<file path="src/rtl/ysyx_22041211_mdu_pkg.sv">
// Shared definitions for the RV32M multiply/divide sequencer: funct3 encodings,
// FSM state encoding and the ALU control codes it shares with the decoder.
package ysyx_22041211_mdu_pkg;

  typedef enum logic [2:0] {
    OP_MUL    = 3'b000,
    OP_MULH   = 3'b001,
    OP_MULHSU = 3'b010,
    OP_MULHU  = 3'b011,
    OP_DIV    = 3'b100,
    OP_DIVU   = 3'b101,
    OP_REM    = 3'b110,
    OP_REMU   = 3'b111
  } mdu_op_e;

  typedef enum logic [2:0] {
    S_IDLE = 3'd0,
    S_PREP = 3'd1,
    S_ITER = 3'd2,
    S_FIX  = 3'd3,
    S_DONE = 3'd4
  } mdu_state_e;

  localparam logic [3:0] ALU_ADD = 4'b0000;
  localparam logic [3:0] ALU_SUB = 4'b0001;

  // funct3[2] separates the divide family from the multiply family
  function automatic logic op_is_div(input mdu_op_e op);
    return op[2];
  endfunction

endpackage

</file>
<file path="src/rtl/ysyx_22041211_ALU.sv">
// Team 32-bit combinational ALU; the MDU only drives the add and sub codes.
module ysyx_22041211_ALU #(
  parameter int DATA_LEN = 32
) (
  input  logic [3:0]          alu_ctrl,
  input  logic [DATA_LEN-1:0] a,
  input  logic [DATA_LEN-1:0] b,
  output logic [DATA_LEN-1:0] y
);
  localparam int SH_W = $clog2(DATA_LEN);

  logic [SH_W-1:0] shamt;
  assign shamt = b[SH_W-1:0];

  // NOTE: every path assigns y (default first), so no latch is inferred.
  always_comb begin
    y = '0;
    case (alu_ctrl)
      4'b0000: y = a + b;
      4'b0001: y = a - b;
      4'b0010: y = a << shamt;
      4'b0011: y = {{(DATA_LEN-1){1'b0}}, $signed(a) < $signed(b)};
      4'b0100: y = {{(DATA_LEN-1){1'b0}}, a < b};
      4'b0101: y = a ^ b;
      4'b0110: y = a >> shamt;
      4'b0111: y = $signed(a) >>> shamt;
      4'b1000: y = a | b;
      4'b1001: y = a & b;
      default: y = '0;
    endcase
  end

endmodule

</file>
<file path="src/rtl/ysyx_22041211_mdu_seq.sv">
// Multi-cycle RV32M sequencer: shift-add multiply / restoring divide, one bit
// per cycle over 32 iterations, with sign fix-up before and after.
module ysyx_22041211_mdu_seq
  import ysyx_22041211_mdu_pkg::*;
#(
  parameter int DATA_LEN = 32,
  parameter int ITER_N   = 32
) (
  input  logic                clk,
  input  logic                rst_n,
  input  logic                in_valid,
  output logic                in_ready,
  input  logic [2:0]          mdu_op,
  input  logic [DATA_LEN-1:0] src1,
  input  logic [DATA_LEN-1:0] src2,
  input  logic                flush,
  output logic                out_valid,
  input  logic                out_ready,
  output logic [DATA_LEN-1:0] result,
  output logic                busy
);
  localparam int CNT_W = $clog2(ITER_N);

  mdu_state_e          state_q, state_d;
  mdu_op_e             op_q;
  logic [DATA_LEN-1:0] src1_q, src2_q;
  logic [DATA_LEN-1:0] hi_q, lo_q, opb_q;   // hi/lo double as remainder/quotient
  logic                neg_q;
  logic [CNT_W-1:0]    cnt_q;
  logic [DATA_LEN-1:0] result_q;

  logic accept, is_div, is_rem;
  assign accept = in_valid & in_ready;
  assign is_div = op_is_div(op_q);
  assign is_rem = is_div & op_q[1];

  // Operand sign handling in PREP
  logic                sign1, sign2, div_zero, div_ovf, special;
  logic [DATA_LEN-1:0] mag1, mag2, special_res;
  assign sign1 = src1_q[DATA_LEN-1] & (op_q inside {OP_MUL, OP_MULH, OP_MULHSU, OP_DIV, OP_REM});
  assign sign2 = src2_q[DATA_LEN-1] & (op_q inside {OP_MUL, OP_MULH, OP_DIV, OP_REM});
  assign mag1  = sign1 ? (~src1_q + 1'b1) : src1_q;
  assign mag2  = sign2 ? (~src2_q + 1'b1) : src2_q;
  assign div_zero = is_div & (src2_q == '0);
  assign div_ovf  = (op_q inside {OP_DIV, OP_REM}) &
                    (src1_q == {1'b1, {(DATA_LEN-1){1'b0}}}) & (src2_q == '1);
  assign special  = div_zero | div_ovf;
  assign special_res = div_zero ? (is_rem ? src1_q : '1)
                                : (is_rem ? '0 : {1'b1, {(DATA_LEN-1){1'b0}}});

  // Per-iteration add/sub on the shared ALU
  logic [DATA_LEN:0]   shifted;
  logic [DATA_LEN-1:0] alu_a, alu_y, hi_sum;
  logic [3:0]          alu_ctrl;
  logic                carry, take;
  assign shifted  = {hi_q, lo_q[DATA_LEN-1]};
  assign alu_a    = is_div ? shifted[DATA_LEN-1:0] : hi_q;
  assign alu_ctrl = is_div ? ALU_SUB : ALU_ADD;
  assign hi_sum   = lo_q[0] ? alu_y : hi_q;
  assign carry    = lo_q[0] & (alu_y < hi_q);
  assign take     = shifted[DATA_LEN] | (shifted[DATA_LEN-1:0] >= opb_q);

  ysyx_22041211_ALU #(.DATA_LEN(DATA_LEN)) u_alu (
    .alu_ctrl (alu_ctrl),
    .a        (alu_a),
    .b        (opb_q),
    .y        (alu_y)
  );

  // Final sign correction and result selection in FIX
  logic [DATA_LEN-1:0] lo_neg, hi_neg, fix_res;
  assign lo_neg = ~lo_q + 1'b1;
  assign hi_neg = ~hi_q + {{(DATA_LEN-1){1'b0}}, (lo_q == '0)};

  always_comb begin
    fix_res = '0;
    case (op_q)
      OP_MUL:                       fix_res = neg_q ? lo_neg : lo_q;
      OP_MULH, OP_MULHSU, OP_MULHU: fix_res = neg_q ? hi_neg : hi_q;
      OP_DIV, OP_DIVU:              fix_res = neg_q ? lo_neg : lo_q;
      default:                      fix_res = neg_q ? (~hi_q + 1'b1) : hi_q;
    endcase
  end

  always_comb begin
    state_d = state_q;
    case (state_q)
      S_IDLE:  if (accept) state_d = S_PREP;
      S_PREP:  state_d = special ? S_DONE : S_ITER;
      S_ITER:  if (cnt_q == CNT_W'(ITER_N - 1)) state_d = S_FIX;
      S_FIX:   state_d = S_DONE;
      S_DONE:  if (out_ready) state_d = S_IDLE;
      default: state_d = S_IDLE;
    endcase
    // A kill wins over everything, including a DONE handshake
    if (flush) state_d = S_IDLE;
  end

  // NOTE: sequential state uses non-blocking assignments so every register
  // samples pre-edge values regardless of statement order.
  always_ff @(posedge clk or negedge rst_n) begin
    if (!rst_n) state_q <= S_IDLE;
    else        state_q <= state_d;
  end

  always_ff @(posedge clk or negedge rst_n) begin
    if (!rst_n) begin
      op_q     <= OP_MUL;
      src1_q   <= '0;
      src2_q   <= '0;
      hi_q     <= '0;
      lo_q     <= '0;
      opb_q    <= '0;
      neg_q    <= 1'b0;
      cnt_q    <= '0;
      result_q <= '0;
    end else if (!flush) begin
      case (state_q)
        S_IDLE: if (accept) begin
          op_q   <= mdu_op_e'(mdu_op);
          src1_q <= src1;
          src2_q <= src2;
        end
        S_PREP: begin
          cnt_q <= '0;
          neg_q <= is_rem ? sign1 : (sign1 ^ sign2);
          hi_q  <= '0;
          lo_q  <= is_div ? mag1 : mag2;
          opb_q <= is_div ? mag2 : mag1;
          if (special) result_q <= special_res;
        end
        S_ITER: begin
          cnt_q <= cnt_q + CNT_W'(1);
          if (is_div) begin
            hi_q <= take ? alu_y : shifted[DATA_LEN-1:0];
            lo_q <= {lo_q[DATA_LEN-2:0], take};
          end else begin
            hi_q <= {carry, hi_sum[DATA_LEN-1:1]};
            lo_q <= {hi_sum[0], lo_q[DATA_LEN-1:1]};
          end
        end
        S_FIX:   result_q <= fix_res;
        default: ;
      endcase
    end
  end

  assign in_ready  = (state_q == S_IDLE) & ~flush;
  assign out_valid = (state_q == S_DONE) & ~flush;
  assign busy      = (state_q != S_IDLE);
  assign result    = result_q;

endmodule

</file>
<file path="config.mk">
export PLATFORM = sky130hd
export DESIGN_NAME = ysyx_22041211_mdu_seq
export DESIGN_NICKNAME = d
export VERILOG_FILES = /design/src/rtl/ysyx_22041211_mdu_pkg.sv /design/src/rtl/ysyx_22041211_ALU.sv /design/src/rtl/ysyx_22041211_mdu_seq.sv
export SDC_FILE = /design/constraint.sdc
export NUM_CORES = 1
export LEC_CHECK = 0
export CAP_MARGIN = 20
export CORE_ASPECT_RATIO = 1.25
export CORE_UTILIZATION = 40
export DETAILED_ROUTE_END_ITERATION = 12
export PLACE_DENSITY_LB_ADDON = 0.12
export SLEW_MARGIN = 10
export SYNTH_ARGS = -nofsm -noshare
export SYNTH_HDL_FRONTEND = slang
export SYNTH_HIERARCHICAL = 1
export SYNTH_SLANG_ARGS = --single-unit
</file>
<file path="constraint.sdc">
create_clock -name clk -period 17.91 [get_ports clk]
set_input_delay 2.6865 -clock clk [delete_from_list [all_inputs] [get_ports clk]]
set_output_delay 2.6865 -clock clk [all_outputs]
set_load 0.03 [all_outputs]
</file>
==> summary.log <==
[outcome] result of the run complete, but fails checks
[outcome] violations in the final reports max-slew violations
[setup_path] Critical Path Source Type input port
[die] Die W 221 µm
[hold_path] number of instances on the worst hold path 1
[timing] setup total negative slack 0 ps
[placed_design] I/O Buffers 106
[synth] most used flip-flop cell after synthesis sky130_fd_sc_hd__dfrtp_1
[timing] number of hold-slack violations in the final timing report 0
[setup_path] maximum net fanout on the critical path 7
[routing] DRC violation total after the first TritonRoute iteration 2626
[synth] cell count after synthesis 3064
[routing] detailed-route vias per instance 6.50
[setup_path] FF-to-FF End hi_q[31]
[synth] flop and latch count out of synthesis 204
[clock_network] worst skew pair latency 550 ps
[power] Max VDD drop 0.110 mV
[setup_path] setup slack on the worst flop-to-flop path 11230 ps
[die] vertical die dimension 276 µm
[finish] number of filler instances in the final layout 6046
[routing] number of remaining DRC errors 0
[finish] share of layout cells above drive strength 1 0.103
[routing] wirelength, routed 107 mm
[setup_path] kind of end point of the critical path output port
[clock_network] setup fix buffers added after clock tree synthesis 0
[synth] Async S/R FF share, synth 1.00
[clock_network] clock tree from TritonCTS yes
[clock_network] number of buffers added by the clock tree synthesis step 22
[setup_path] biggest cell delay along the critical path 740 ps
[timing] Final Cycle Share 0.394
[timing] tightest slew margin relative to the limit -3.96
[finish] number of diodes added for antenna fixing 0
[synth] Avg Cell Area, Syn 7.84 µm²
[clock_network] clock tree sinks 204
[clock_network] count of instances resized after the clock tree is built 0
[finish] leading cell type in the layout, fill and taps excluded sky130_fd_sc_hd__o21ai_0
[placed_design] Placed Area 25600 µm²
[die] core footprint 59400 µm²
[timing] number of failing setup endpoints in the final timing report 0
[clock_network] CTS clock-pin slew for the worst setup and hold paths 60 ps
[synth] number of synthesized flops with an enable pin 0
[placed_design] weighted congestion reported at the end of routability-driven placement 1.01
[power] standby leakage power 10.7 nW
[finish] Net count, final 3274
[routing] count of TritonRoute iterations in the first routing pass 6
[synth] count of synthesis-stage warnings from yosys 6
[finish] layout-stage area growth over the synthesis result 10.5%
[hold_path] Hold Path End result[5]
[clock_network] Clk Tree Root Cell sky130_fd_sc_hd__clkbuf_16
[die] die footprint 61100 µm²
[timing] Worst Max-Slew Pin Slew 7370 ps
[hold_path] class of the tightest hold or removal check flip-flop to flip-flop
[routing] detailed-route via count 24700
[synth] sequential area share after synthesis 0.212
[timing] minimum clock period after layout 7060 ps
[clock_network] Clock Tree Buf Depth 3
[finish] most frequent cells in the layout sky130_fd_sc_hd__o21ai_0, sky130_fd_sc_hd__nor2_1, sky130_fd_sc_hd__nand2_1
[die] effective utilization at floorplan 0.404
[timing] setup ws final 10850 ps
[setup_path] Slowest-stage cell, CP sky130_fd_sc_hd__clkdlybuf4s50_1
[finish] final std cells w/o fill 3810
[setup_path] CP cell instances clkdlybuf4s50_1 > nor4b_1 > clkdlybuf4s50_1
[timing] worst clock skew 15.5 ps
[setup_path] crit path DAT 4380 ps
[setup_path] Worst R2R Start op_q[2]
[finish] post-route cell area 26500 µm²
[routing] number of nets with antenna violations after routing 0
[setup_path] cell occurring most often along the worst timing path sky130_fd_sc_hd__clkdlybuf4s50_1
[run] count of maximum capacitance violations 0
[timing] unrepaired setup endpoints after global routing false
[placed_design] post-placement cell count 3766
[synth] Post-Syn Area 24000 µm²
[global_route] largest net degree at the start of global routing 78
[placed_design] sum of net half-perimeters after detailed placement 82.5 mm
[timing] fin. max-slew vios 51
[global_route] Global Route Usage Sum 0.342
[die] number of top-level design ports 107
[hold_path] Hold Path Origin result[5]
[setup_path] classification of the worst setup path input port to output port
[setup_path] required time of the worst setup path 15220 ps
[global_route] overflow left after global routing 0
[global_route] vias in the first global route 24200
[global_route] number of antenna violations at the first check in global routing 0
[clock_network] # H-tree levels 1
[timing] hold slack final 479 ps
[clock_network] CTS Hold Bufs 0
[power] power density relative to cell area 192 nW/µm²
[placed_design] worst setup timing slack at the placement stage 10840 ps
[die] cell row count 100
[synth] count of unique library cells instantiated by Yosys 94
[setup_path] Worst Reg-to-Reg Cells 19
[routing] final routed wire length divided by cell count 28.1 µm
[timing] top achievable clock speed 142 MHz
[global_route] wire length of the first global-routing pass 159 mm
## synth_stat cells, types with 12 or more instances
master	n	area, µm²
sky130_fd_sc_hd__a211o_1	12	105
sky130_fd_sc_hd__a211oi_1	47	353
sky130_fd_sc_hd__a21o_1	32	240
sky130_fd_sc_hd__a21oi_1	247	1240
sky130_fd_sc_hd__a221oi_1	24	210
sky130_fd_sc_hd__a22oi_1	47	353
sky130_fd_sc_hd__a31oi_1	22	138
sky130_fd_sc_hd__and3_1	13	81.3
sky130_fd_sc_hd__buf_1	21	78.8
sky130_fd_sc_hd__buf_2	27	135
sky130_fd_sc_hd__clkbuf_1	183	687
sky130_fd_sc_hd__dfrtp_1	204	5100
sky130_fd_sc_hd__ha_1	171	2140
sky130_fd_sc_hd__inv_1	175	657
sky130_fd_sc_hd__mux2_2	81	912
sky130_fd_sc_hd__mux2i_1	83	831
sky130_fd_sc_hd__mux4_2	60	1350
sky130_fd_sc_hd__nand2_1	252	946
sky130_fd_sc_hd__nand2b_1	20	125
sky130_fd_sc_hd__nand3_1	47	235
sky130_fd_sc_hd__nand4_1	30	188
sky130_fd_sc_hd__nor2_1	271	1020
sky130_fd_sc_hd__nor3_1	73	365
sky130_fd_sc_hd__nor4_1	26	163
sky130_fd_sc_hd__o211ai_1	31	233
sky130_fd_sc_hd__o21a_1	14	105
sky130_fd_sc_hd__o21ai_0	319	1600
sky130_fd_sc_hd__o21ai_1	19	95.1
sky130_fd_sc_hd__o21bai_1	20	150
sky130_fd_sc_hd__o221ai_1	37	324
sky130_fd_sc_hd__o22ai_1	38	238
sky130_fd_sc_hd__o31ai_1	39	293
sky130_fd_sc_hd__o41ai_1	15	131
sky130_fd_sc_hd__or3_1	33	206
sky130_fd_sc_hd__or4_1	18	135
sky130_fd_sc_hd__xnor2_1	92	806
sky130_fd_sc_hd__xor2_1	37	324
## cell type report
class / count / area, µm² / area share
Multi-Input combinational cell: 2445 / 17300 / 0.653
Sequential cell: 204 / 5120 / 0.193
Timing Repair Buffer: 177 / 1640 / 0.0616
Tap cell: 765 / 957 / 0.0361
Inverter: 179 / 672 / 0.0253
Clock buffer: 29 / 638 / 0.0240
Clock inverter: 11 / 196 / 0.00740
## registers in the layout, summed over array words and instances (netlist names)
register	flops
hi_q	32
op_q	3
src2_q	32
state_q	3
opb_q	32
src1_q	32
result	32
cnt_q	5
neg_q	1
lo_q	32
## stage by stage
step	total power, W	util
6_report	0.00510	0.447
5_1_grt	0.00543	0.447
4_1_cts	0.00502	0.446
3_5_place_dp	0.00446	0.431
3_3_place_gp	0.00442	0.431
2_1_floorplan	0.00329	-
## power by group
group	internal [W]	switching [W]	leakage, nW
Sequential	0.000616	0.000342	2.52
Combinational	0.00131	0.00230	7.74
Clock	0.000324	0.000216	0.402
## layer usage
layer / share of wire / track usage / wire length (µm) / up-vias
li1: - / - / - / 11200
met1: 0.38 / 0.392 / 40200 / 12200
met2: 0.50 / 0.605 / 53100 / 1057
met3: 0.050 / 0.0302 / 5380 / 295
met4: 0.078 / 0.231 / 8310 / 0
met5: 0 / 0 / 0 / -
## logic make-up (layout without fill, tap and decap cells)
group                    count (synthesis)  count (layout)  share of synthesized area
flip-flops                             204             204                      0.212
buffers and inverters                  419             396                     0.0689
adder cells (fa/ha/maj)                173             173                     0.0907
XOR/XNOR                               129             129                     0.0470
AO/OA/AOI/OAI                         1053            1053                      0.278
multiplexers                           228             228                      0.131
AND/OR/NAND/NOR                        857             857                      0.171
other                                    1               5                   0.000156
## how the worst max path moves through the flow
stage,from,to,slack [ps]
finish,flush,out_valid,10850
global route,flush,out_valid,10720
CTS,flush,in_ready,10840
detailed placement,flush,out_valid,10840
global placement,flush,in_ready,10860
floorplan,flush,out_valid,11280
## critical path: cells and delay by family
kind,cells,cell delay [ps]
buffers and inverters,2,1290
AND/OR/NAND/NOR,1,390
(Power assumes the default switching activity.)
